--- config.mk ---
export PLATFORM = sky130hd
export DESIGN_NAME = regfile_scoreboard
export DESIGN_NICKNAME = d
export VERILOG_FILES = /design/src/rtl/regfile_scoreboard_pkg.sv /design/src/rtl/regfile_scoreboard_entry.sv /design/src/rtl/regfile_scoreboard.sv
export SDC_FILE = /design/constraint.sdc
export NUM_CORES = 2
export LEC_CHECK = 0
export CAP_MARGIN = 5
export CORE_ASPECT_RATIO = 1.75
export CORE_MARGIN = 2
export CORE_UTILIZATION = 35
export DETAILED_ROUTE_END_ITERATION = 16
export HOLD_SLACK_MARGIN = 0.03
export RECOVER_POWER = 50
export REMOVE_ABC_BUFFERS = 1
export SLEW_MARGIN = 25
export SYNTH_ARGS = -nofsm -noshare
export SYNTH_HDL_FRONTEND = slang
export SYNTH_SLANG_ARGS = --single-unit
export TNS_END_PERCENT = 5
--- constraint.sdc ---
create_clock -name clock -period 99.5 [get_ports clock]
set_input_delay 24.875 -clock clock [delete_from_list [all_inputs] [get_ports clock]]
set_output_delay 24.875 -clock clock [all_outputs]
set_load 0.05 [all_outputs]
--- src/rtl/regfile_scoreboard_pkg.sv ---
// Shared types and widths for the architectural register file and its ROB-id scoreboard.
package regfile_scoreboard_pkg;

    localparam int REG_FILE_DATA_W = 32;
    localparam int REG_FILE_ADDR_W = 5;
    localparam int ROB_ID_W        = 4;

    typedef enum logic [2:0] {
        XCPT_NONE        = 3'd0,
        XCPT_ILLEGAL     = 3'd1,
        XCPT_LOAD_FAULT  = 3'd2,
        XCPT_STORE_FAULT = 3'd3,
        XCPT_MISALIGN    = 3'd4,
        XCPT_SYSCALL     = 3'd5
    } xcpt_type_t;

endpackage

--- src/rtl/regfile_scoreboard_entry.sv ---
// One architectural register: data, pending bit and producer ROB id.
// Flush beats alloc, and alloc beats a matching retirement write.
module regfile_scoreboard_entry
    import regfile_scoreboard_pkg::*;
#(
    parameter int DATA_W = REG_FILE_DATA_W,
    parameter int ID_W   = ROB_ID_W
) (
    input  logic              clock,
    input  logic              reset,
    input  logic              wr_hit,
    input  logic [DATA_W-1:0] wr_data,
    input  logic [ID_W-1:0]   wr_id,
    input  logic              alloc_hit,
    input  logic [ID_W-1:0]   alloc_id,
    input  logic              flush,
    output logic [DATA_W-1:0] data,
    output logic              pending,
    output logic [ID_W-1:0]   owner,
    output logic              byp_pending
);

    logic wr_match;

    assign wr_match    = wr_hit && (owner == wr_id);
    // Read-side view of pending after a same-cycle write; alloc is not seen by reads.
    assign byp_pending = pending && !(wr_match && !alloc_hit);

    always_ff @(posedge clock or posedge reset) begin
        if (reset) begin
            data    <= '0;
            pending <= 1'b0;
            owner   <= '0;
        end else begin
            if (wr_hit)
                data <= wr_data;
            if (flush) begin
                pending <= 1'b0;
            end else if (alloc_hit) begin
                pending <= 1'b1;
                owner   <= alloc_id;
            end else if (wr_match) begin
                pending <= 1'b0;
            end
        end
    end

endmodule

--- src/rtl/regfile_scoreboard.sv ---
// Architectural register file with per-register ROB-id scoreboard and exception capture.
module regfile_scoreboard
    import regfile_scoreboard_pkg::*;
#(
    parameter int NUM_REGS = 32,
    parameter int DATA_W   = REG_FILE_DATA_W,
    parameter int ADDR_W   = REG_FILE_ADDR_W,
    parameter int ID_W     = ROB_ID_W,
    parameter int PC_W     = 32,
    parameter int XADDR_W  = 32
) (
    input  logic               clock,
    input  logic               reset,
    input  logic               alloc_valid,
    input  logic [ADDR_W-1:0]  alloc_dest,
    input  logic [ID_W-1:0]    alloc_instr_id,
    input  logic [ADDR_W-1:0]  src1_addr,
    input  logic [ADDR_W-1:0]  src2_addr,
    output logic [DATA_W-1:0]  src1_data,
    output logic [DATA_W-1:0]  src2_data,
    output logic               src1_pending,
    output logic               src2_pending,
    output logic [ID_W-1:0]    src1_id,
    output logic [ID_W-1:0]    src2_id,
    input  logic               wr_en,
    input  logic [DATA_W-1:0]  wr_data,
    input  logic [ADDR_W-1:0]  wr_dest,
    input  logic [ID_W-1:0]    wr_instr_id,
    input  logic               xcpt_valid,
    input  xcpt_type_t         xcpt_type,
    input  logic [PC_W-1:0]    xcpt_pc,
    input  logic [XADDR_W-1:0] xcpt_addr,
    output logic [PC_W-1:0]    rm0_pc,
    output logic [XADDR_W-1:0] rm1_addr,
    output xcpt_type_t         rm2_type,
    output logic               rm_valid,
    input  logic               rm_clear,
    output logic               any_pending
);

    logic [NUM_REGS-1:0][DATA_W-1:0] data_q;
    logic [NUM_REGS-1:0][ID_W-1:0]   owner_q;
    logic [NUM_REGS-1:0]             pend_q;
    logic [NUM_REGS-1:0]             byp_pend;

    for (genvar i = 0; i < NUM_REGS; i++) begin : g_reg
        regfile_scoreboard_entry #(.DATA_W(DATA_W), .ID_W(ID_W)) u_entry (
            .clock       (clock),
            .reset       (reset),
            .wr_hit      (wr_en && (wr_dest == ADDR_W'(i))),
            .wr_data     (wr_data),
            .wr_id       (wr_instr_id),
            .alloc_hit   (alloc_valid && !xcpt_valid && (alloc_dest == ADDR_W'(i))),
            .alloc_id    (alloc_instr_id),
            .flush       (xcpt_valid),
            .data        (data_q[i]),
            .pending     (pend_q[i]),
            .owner       (owner_q[i]),
            .byp_pending (byp_pend[i])
        );
    end

    assign src1_data    = (wr_en && wr_dest == src1_addr) ? wr_data : data_q[src1_addr];
    assign src2_data    = (wr_en && wr_dest == src2_addr) ? wr_data : data_q[src2_addr];
    assign src1_pending = byp_pend[src1_addr];
    assign src2_pending = byp_pend[src2_addr];
    assign src1_id      = owner_q[src1_addr];
    assign src2_id      = owner_q[src2_addr];
    assign any_pending  = |pend_q;

    // A new exception overwrites an unconsumed one and wins over rm_clear.
    always_ff @(posedge clock or posedge reset) begin
        if (reset) begin
            rm0_pc   <= '0;
            rm1_addr <= '0;
            rm2_type <= XCPT_NONE;
            rm_valid <= 1'b0;
        end else if (xcpt_valid) begin
            rm0_pc   <= xcpt_pc;
            rm1_addr <= xcpt_addr;
            rm2_type <= xcpt_type;
            rm_valid <= 1'b1;
        end else if (rm_clear) begin
            rm_valid <= 1'b0;
        end
    end

endmodule

# After elaboration in Yosys (flattened, before gate mapping)
# Index checks and enable logic that the tools add are counted.
[op_classes]
muxes = 112
bitwise_logic = 1
eq_ne = 96
n_reduce_logical = 296
n_lt_le_gt_ge = 2
[op_table]
columns = ["operator", "count"]
rows = [
  ["32-bit binary-select mux with 5-bit select", 2],
  ["1-bit logical AND", 163],
  ["5-bit equality test, second input constant", 32],
  ["4-bit equality test", 32],
  ["32-bit two-way mux", 4],
  ["1-bit two-way mux", 100],
  ["3-bit nonzero test", 32],
  ["5-bit by 4-bit equality test with 1-bit output, second input constant", 16],
  ["1-bit zero test", 65],
  ["2-bit AND reduction", 32],
  ["4-bit binary-select mux with 5-bit select", 2],
  ["5-bit by 3-bit equality test with 1-bit output, second input constant", 8],
  ["32-bit OR reduction", 1],
  ["5-bit by 2-bit equality test with 1-bit output, second input constant", 4],
  ["5-bit by 6-bit < comparator with 1-bit output, second input constant", 2],
  ["1-bit binary-select mux with 5-bit select", 2],
  ["5-bit by 1-bit equality test with 1-bit output, second input constant", 2],
  ["5-bit equality test", 2],
  ["5-bit zero test", 2],
  ["4-bit two-way mux", 2],
  ["2-bit nonzero test", 1],
  ["1-bit NOT", 1],
]
[word_totals]
regBits = 1252
output_inout_bits = 143
in_bits = 133
word_cells = 607

# Depth between registers and ports, before layout
[logic_depth]
ltp_word = 9
ltp_mapped = 10
depth_no_buf = 7

# Hierarchy
# A second synthesis with hierarchy kept.
[hier_totals]
cells_unflattened = 5367
area_unflattened_um2 = 74676.6
[modules_own_cells]
columns = ["module", "area_per_inst_um2", "n_inst", "cells_per_inst"]
rows = [
  ["regfile_scoreboard_entry", 1604.0, 32, 88],
  ["regfile_scoreboard", 23347.4, 1, 2551],
]

# Worst setup path before layout
# Ideal clock, no wire load.
[synth_path]
path_kind = "input -> output"
startpoint = "input src1_addr[1]"
endpoint = "output src1_data[10]"
t_required_ns = 74.625
arrival_time_ns = 27.374
path_slack_ns = 47.251
path_stages = 7
path_cell_list = "clkbuf_1 > clkbuf_1 > clkbuf_1 > mux4_2 > mux4_2 > mux2i_1 > o21ai_0"
[synth_via]
elab_chain_len = 3
[synth_lines]
columns = ["element", "line", "rtl"]
rows = [
  ["start, declared", "regfile_scoreboard.sv:17", "input logic [ADDR_W-1:0] src1_addr,"],
  ["32-bit binary-select mux with 5-bit select or 5-bit equality test (tied branches)", "regfile_scoreboard.sv:63", "assign src1_data = (wr_en && wr_dest == src1_addr) ? wr_data : data_q[src1_addr];"],
  ["32-bit two-way mux (not written as such) or 1-bit logical AND (tied branches)", "regfile_scoreboard.sv:63", ""],
  ["32-bit two-way mux *", "regfile_scoreboard.sv:63", ""],
  ["end, declared", "regfile_scoreboard.sv:19", "output logic [DATA_W-1:0] src1_data,"],
]
# Every way passes the cells marked *; elsewhere a longest branch is shown, timed or not. The select of a mux whose other input is x is not followed.

# Final worst setup path
[layout_path]
startpoint = "input wr_dest[0]"
endpoint = "output src1_pending"
[layout_via]
elab_chain_len = 8
[layout_lines]
columns = ["element", "line", "rtl"]
rows = [
  ["start, declared", "regfile_scoreboard.sv:27", "input logic [ADDR_W-1:0] wr_dest,"],
  ["5-bit by 1-bit equality test with 1-bit output, or another cell as far along", "regfile_scoreboard.sv:50", ".wr_hit (wr_en && (wr_dest == ADDR_W'(i))),"],
  ["1-bit logical AND", "regfile_scoreboard.sv:50", ""],
  ["1-bit logical AND", "regfile_scoreboard_entry.sv:25", "assign wr_match = wr_hit && (owner == wr_id);"],
  ["1-bit logical AND", "regfile_scoreboard_entry.sv:27", "assign byp_pending = pending && !(wr_match && !alloc_hit);"],
  ["1-bit zero test", "regfile_scoreboard_entry.sv:27", ""],
  ["1-bit logical AND", "regfile_scoreboard_entry.sv:27", ""],
  ["1-bit binary-select mux with 5-bit select *", "regfile_scoreboard.sv:65", "assign src1_pending = byp_pend[src1_addr];"],
  ["1-bit two-way mux (not written as such) *", "regfile_scoreboard.sv:65", ""],
  ["end, declared", "regfile_scoreboard.sv:21", "output logic src1_pending,"],
]
# Marked as above.

==> results.md <==
* CTS tree: yes
* Xor/xnor share of the synthesized area at 1.785%
* Post-route DRC violation count at 0
* Worst path bufs/invs at 4
* Most common cell in the netlist: dfrtp_1
* Setup violations, final at 0
* Post-layout min period at 56.26 ns
* Final #Nets at 4,773
* Final Power at 1520 µW
* Critical path launch point type: input port
* Seq/Total Area, Yosys at 46.26%
* Post-Syn Instances at 4,600
* Iter 0 DRT Violations at 2,985
* Gp weighted congestion at 0.8827
* Initial Utilization at 35.20%
* Slowest cell on crit path: nand2_1
* Violations in the final reports: capacitance limit, slew limit
* Die Area at 197,200 µm²
* Hold Path Class: flip-flop to flip-flop
* Largest family of logic cells by synthesized area: multiplexers
* Port buffer count at 275
* Die H at 585.9 µm
* Post-CTS Setup Repair Bufs at 0
* Critical Path RT at 74.62 ns
* Detail Route Antenna Nets at 0
* RSZ-0062 raised after global routing: no
* Cts repair resizes at 0
* Worst-Margin Slew at 4.895 ns
* Pleak at 0.03246 µW
* Maximum clock path buffer count at 3
* Layout cells sized above 1 at 45.53%
* Hold buffers post-CTS at 0
* Top post-synthesis cells by count: 1,252 x dfrtp_1, 1,099 x mux2_2, 720 x mux4_2
* Post-synth EDFFs at 0
* CP max stage delay at 1.62 ns
* Row Count at 213
* Synth Area in Adders at 0%
* H-tree depth at 3
* Synthesized flop and latch total at 1,252
* Critical path cell sequence: dlygate4sd3_1, nor2b_1, clkbuf_1, nand2_1, clkbuf_1, o31ai_1, o22ai_1, o21ai_0, o21ai_0, o32a_1, clkdlybuf4s50_1
* Final period util at 56.55%
* Synth Warn # at 0
* Top cells by area, synth: dfrtp_1 46%, mux4_2 24%, mux2_2 18%
* Simple-Gate Fraction of Synth Area at 4.323%
* Synth Area in Compound Gates at 1.620%
* Asr flop ratio synth at 100.0%
* Worst Setup Path Type: input port to output port
* Pin count of the biggest net entering global routing at 166
* IO Pins at 276
* Mux cell area share after synthesis at 43.22%
* Setup_tns at 0 ns
* Worst Path Max Fanout at 20
* Total CTS buffers at 120
* Total Wirelength at 213,300 µm
* CP arrival at 31.39 ns
* Top cell type's share of synthesized area at 46.26%
* Total GRT Usage at 21.85%
* Syn Area/Cell at 14.72 µm²
* PwrDens at 19.81 nW/µm²
* Yosys cell types at 55
* First-pass GRT wire length at 316,600 µm
* Setup Skew at 0.02571 ns
* Status: finished with violations
* Wire per inst at 29.14 µm
* Worst setup EP type: output port
* Clk_lat worst skew at 0.76 ns
* Post-synth top area cell: dfrtp_1
* Post-DP HPWL at 128,200 µm
* CORE AREA at 192,400 µm²
* Worst rel slew slack at -226.4%
* Fmax at 17.77 MHz
* CTS Root Cell: clkbuf_16
* Iteration count of the initial detailed-routing pass at 6
* Area growth syn-to-layout at 13.34%
* Syn Std Cell Area at 67,720 µm²
* Primary FF master, synth: dfrtp_1
* Clock sinks at 1,252
* Vias in the first global route at 45,970
* VDD IR-drop max at 0.01512 mV
* Chip Width at 336.5 µm
* Final hold violation count at 0
* Max-cap check violation count at 32
* Final Cell Area at 76,750 µm²
* Placed cell area at 72,920 µm²
* Post-DR vias/cell at 5.797
* Initial antenna violation count at 7
* R2r setup slk at 97.70 ns
* Worst-path clk slew at 0.07 ns
* Crit path max-delay family: buffers and inverters
* Global route overflow at 0
* Vias at 42,440
* Fin. max-slew vios at 1,223
final timing paths:
kind                       depth (start not counted)                 startpoint                   endpoint
hold / removal                                     2   g_reg[2].u_entry.data[6]   g_reg[2].u_entry.data[6]
hold reg to reg                                    2   g_reg[2].u_entry.data[6]   g_reg[2].u_entry.data[6]
min in group asynchronous                          2                      reset               rm1_addr[24]
setup / recovery                                  11                 wr_dest[0]               src1_pending
setup reg to reg                                   4  g_reg[2].u_entry.owner[2]   g_reg[2].u_entry.pending
max in group asynchronous                          6                      reset  g_reg[24].u_entry.data[5]
cells in the final DEF, fill, tap and decap left out, types with 34 or more instances in the layout:
cell type and n:
xnor2_1 110, dlygate4sd3_1 74, mux2i_1 68, o21ai_0 72
nand2_1 508, clkbuf_16 120, clkbuf_1 58, mux2_2 1098
dfrtp_1 1252, clkdlybuf4s50_1 163, mux4_2 720, buf_4 68
nand2b_1 34
worst register-to-register path: cells and delay by family, from the launching register on:
| family | cells | cell delay (ns) |
|---|---|---|
| AO/OA/AOI/OAI | 1 | 0.07 |
| XOR/XNOR | 1 | 0.18 |
| flip-flops | 1 | 0.42 |
| AND/OR/NAND/NOR | 2 | 0.86 |
layer usage:
layer  global-route usage (%)  routed length [µm]
met5                        0                  64
met4                    11.08               12130
met3                    3.315               10960
met2                    38.11              109900
met1                    26.13               80310
cell type report:
| cell class | count | area [µm²] |
|---|---|---|
| repair buffers | 385 | 3421 |
| clock inverters | 49 | 661.9 |
| clock buffers | 171 | 3475 |
| inverters | 10 | 43.79 |
| flip-flops and latches | 1252 | 31330 |
| multi-input cells | 2871 | 34590 |
| well taps | 2580 | 3228 |
| fillers | 18030 | 115700 |
| diodes | 2 | 5.005 |
kinds of logic (layout without fill, tap and decap cells):
logic type,Yosys count,count (layout)
compound gates,165,165
xor+xnor,138,138
buf+inv,477,615
flops,1252,1252
mux,1887,1887
other cells,0,2
simple gates,681,681
flip-flops by register name (all words and copies together), names as in the netlist:
signal	count
g.u_entry.owner	128
rm0_pc	32
rm_valid	1
rm1_addr	32
rm2_type	3
g.u_entry.pending	32
g.u_entry.data	1024
power by group:
| part | internal, µW | leakage (µW) | switching [µW] | total [µW] |
|---|---|---|---|---|
| Sequential | 600 | 0.0161 | 67.6 | 668 |
| Clock | 274 | 0.00203 | 213 | 487 |
| Combinational | 200 | 0.0144 | 165 | 365 |
metrics by stage:
stage	hold slack, ns	setup WS [ns]	cells	util (%)
global placement	0.4703	43.52	7095	37.91
finish	0.4979	43.24	7320	39.89
floorplan	0.4570	39.34	4133	-
global route	0.5070	43.22	7319	39.89
CTS	0.4974	43.53	7316	40.05
detailed placement	0.4812	43.56	7096	37.90
No activity file was read; power rests on OpenSTA's default activity.
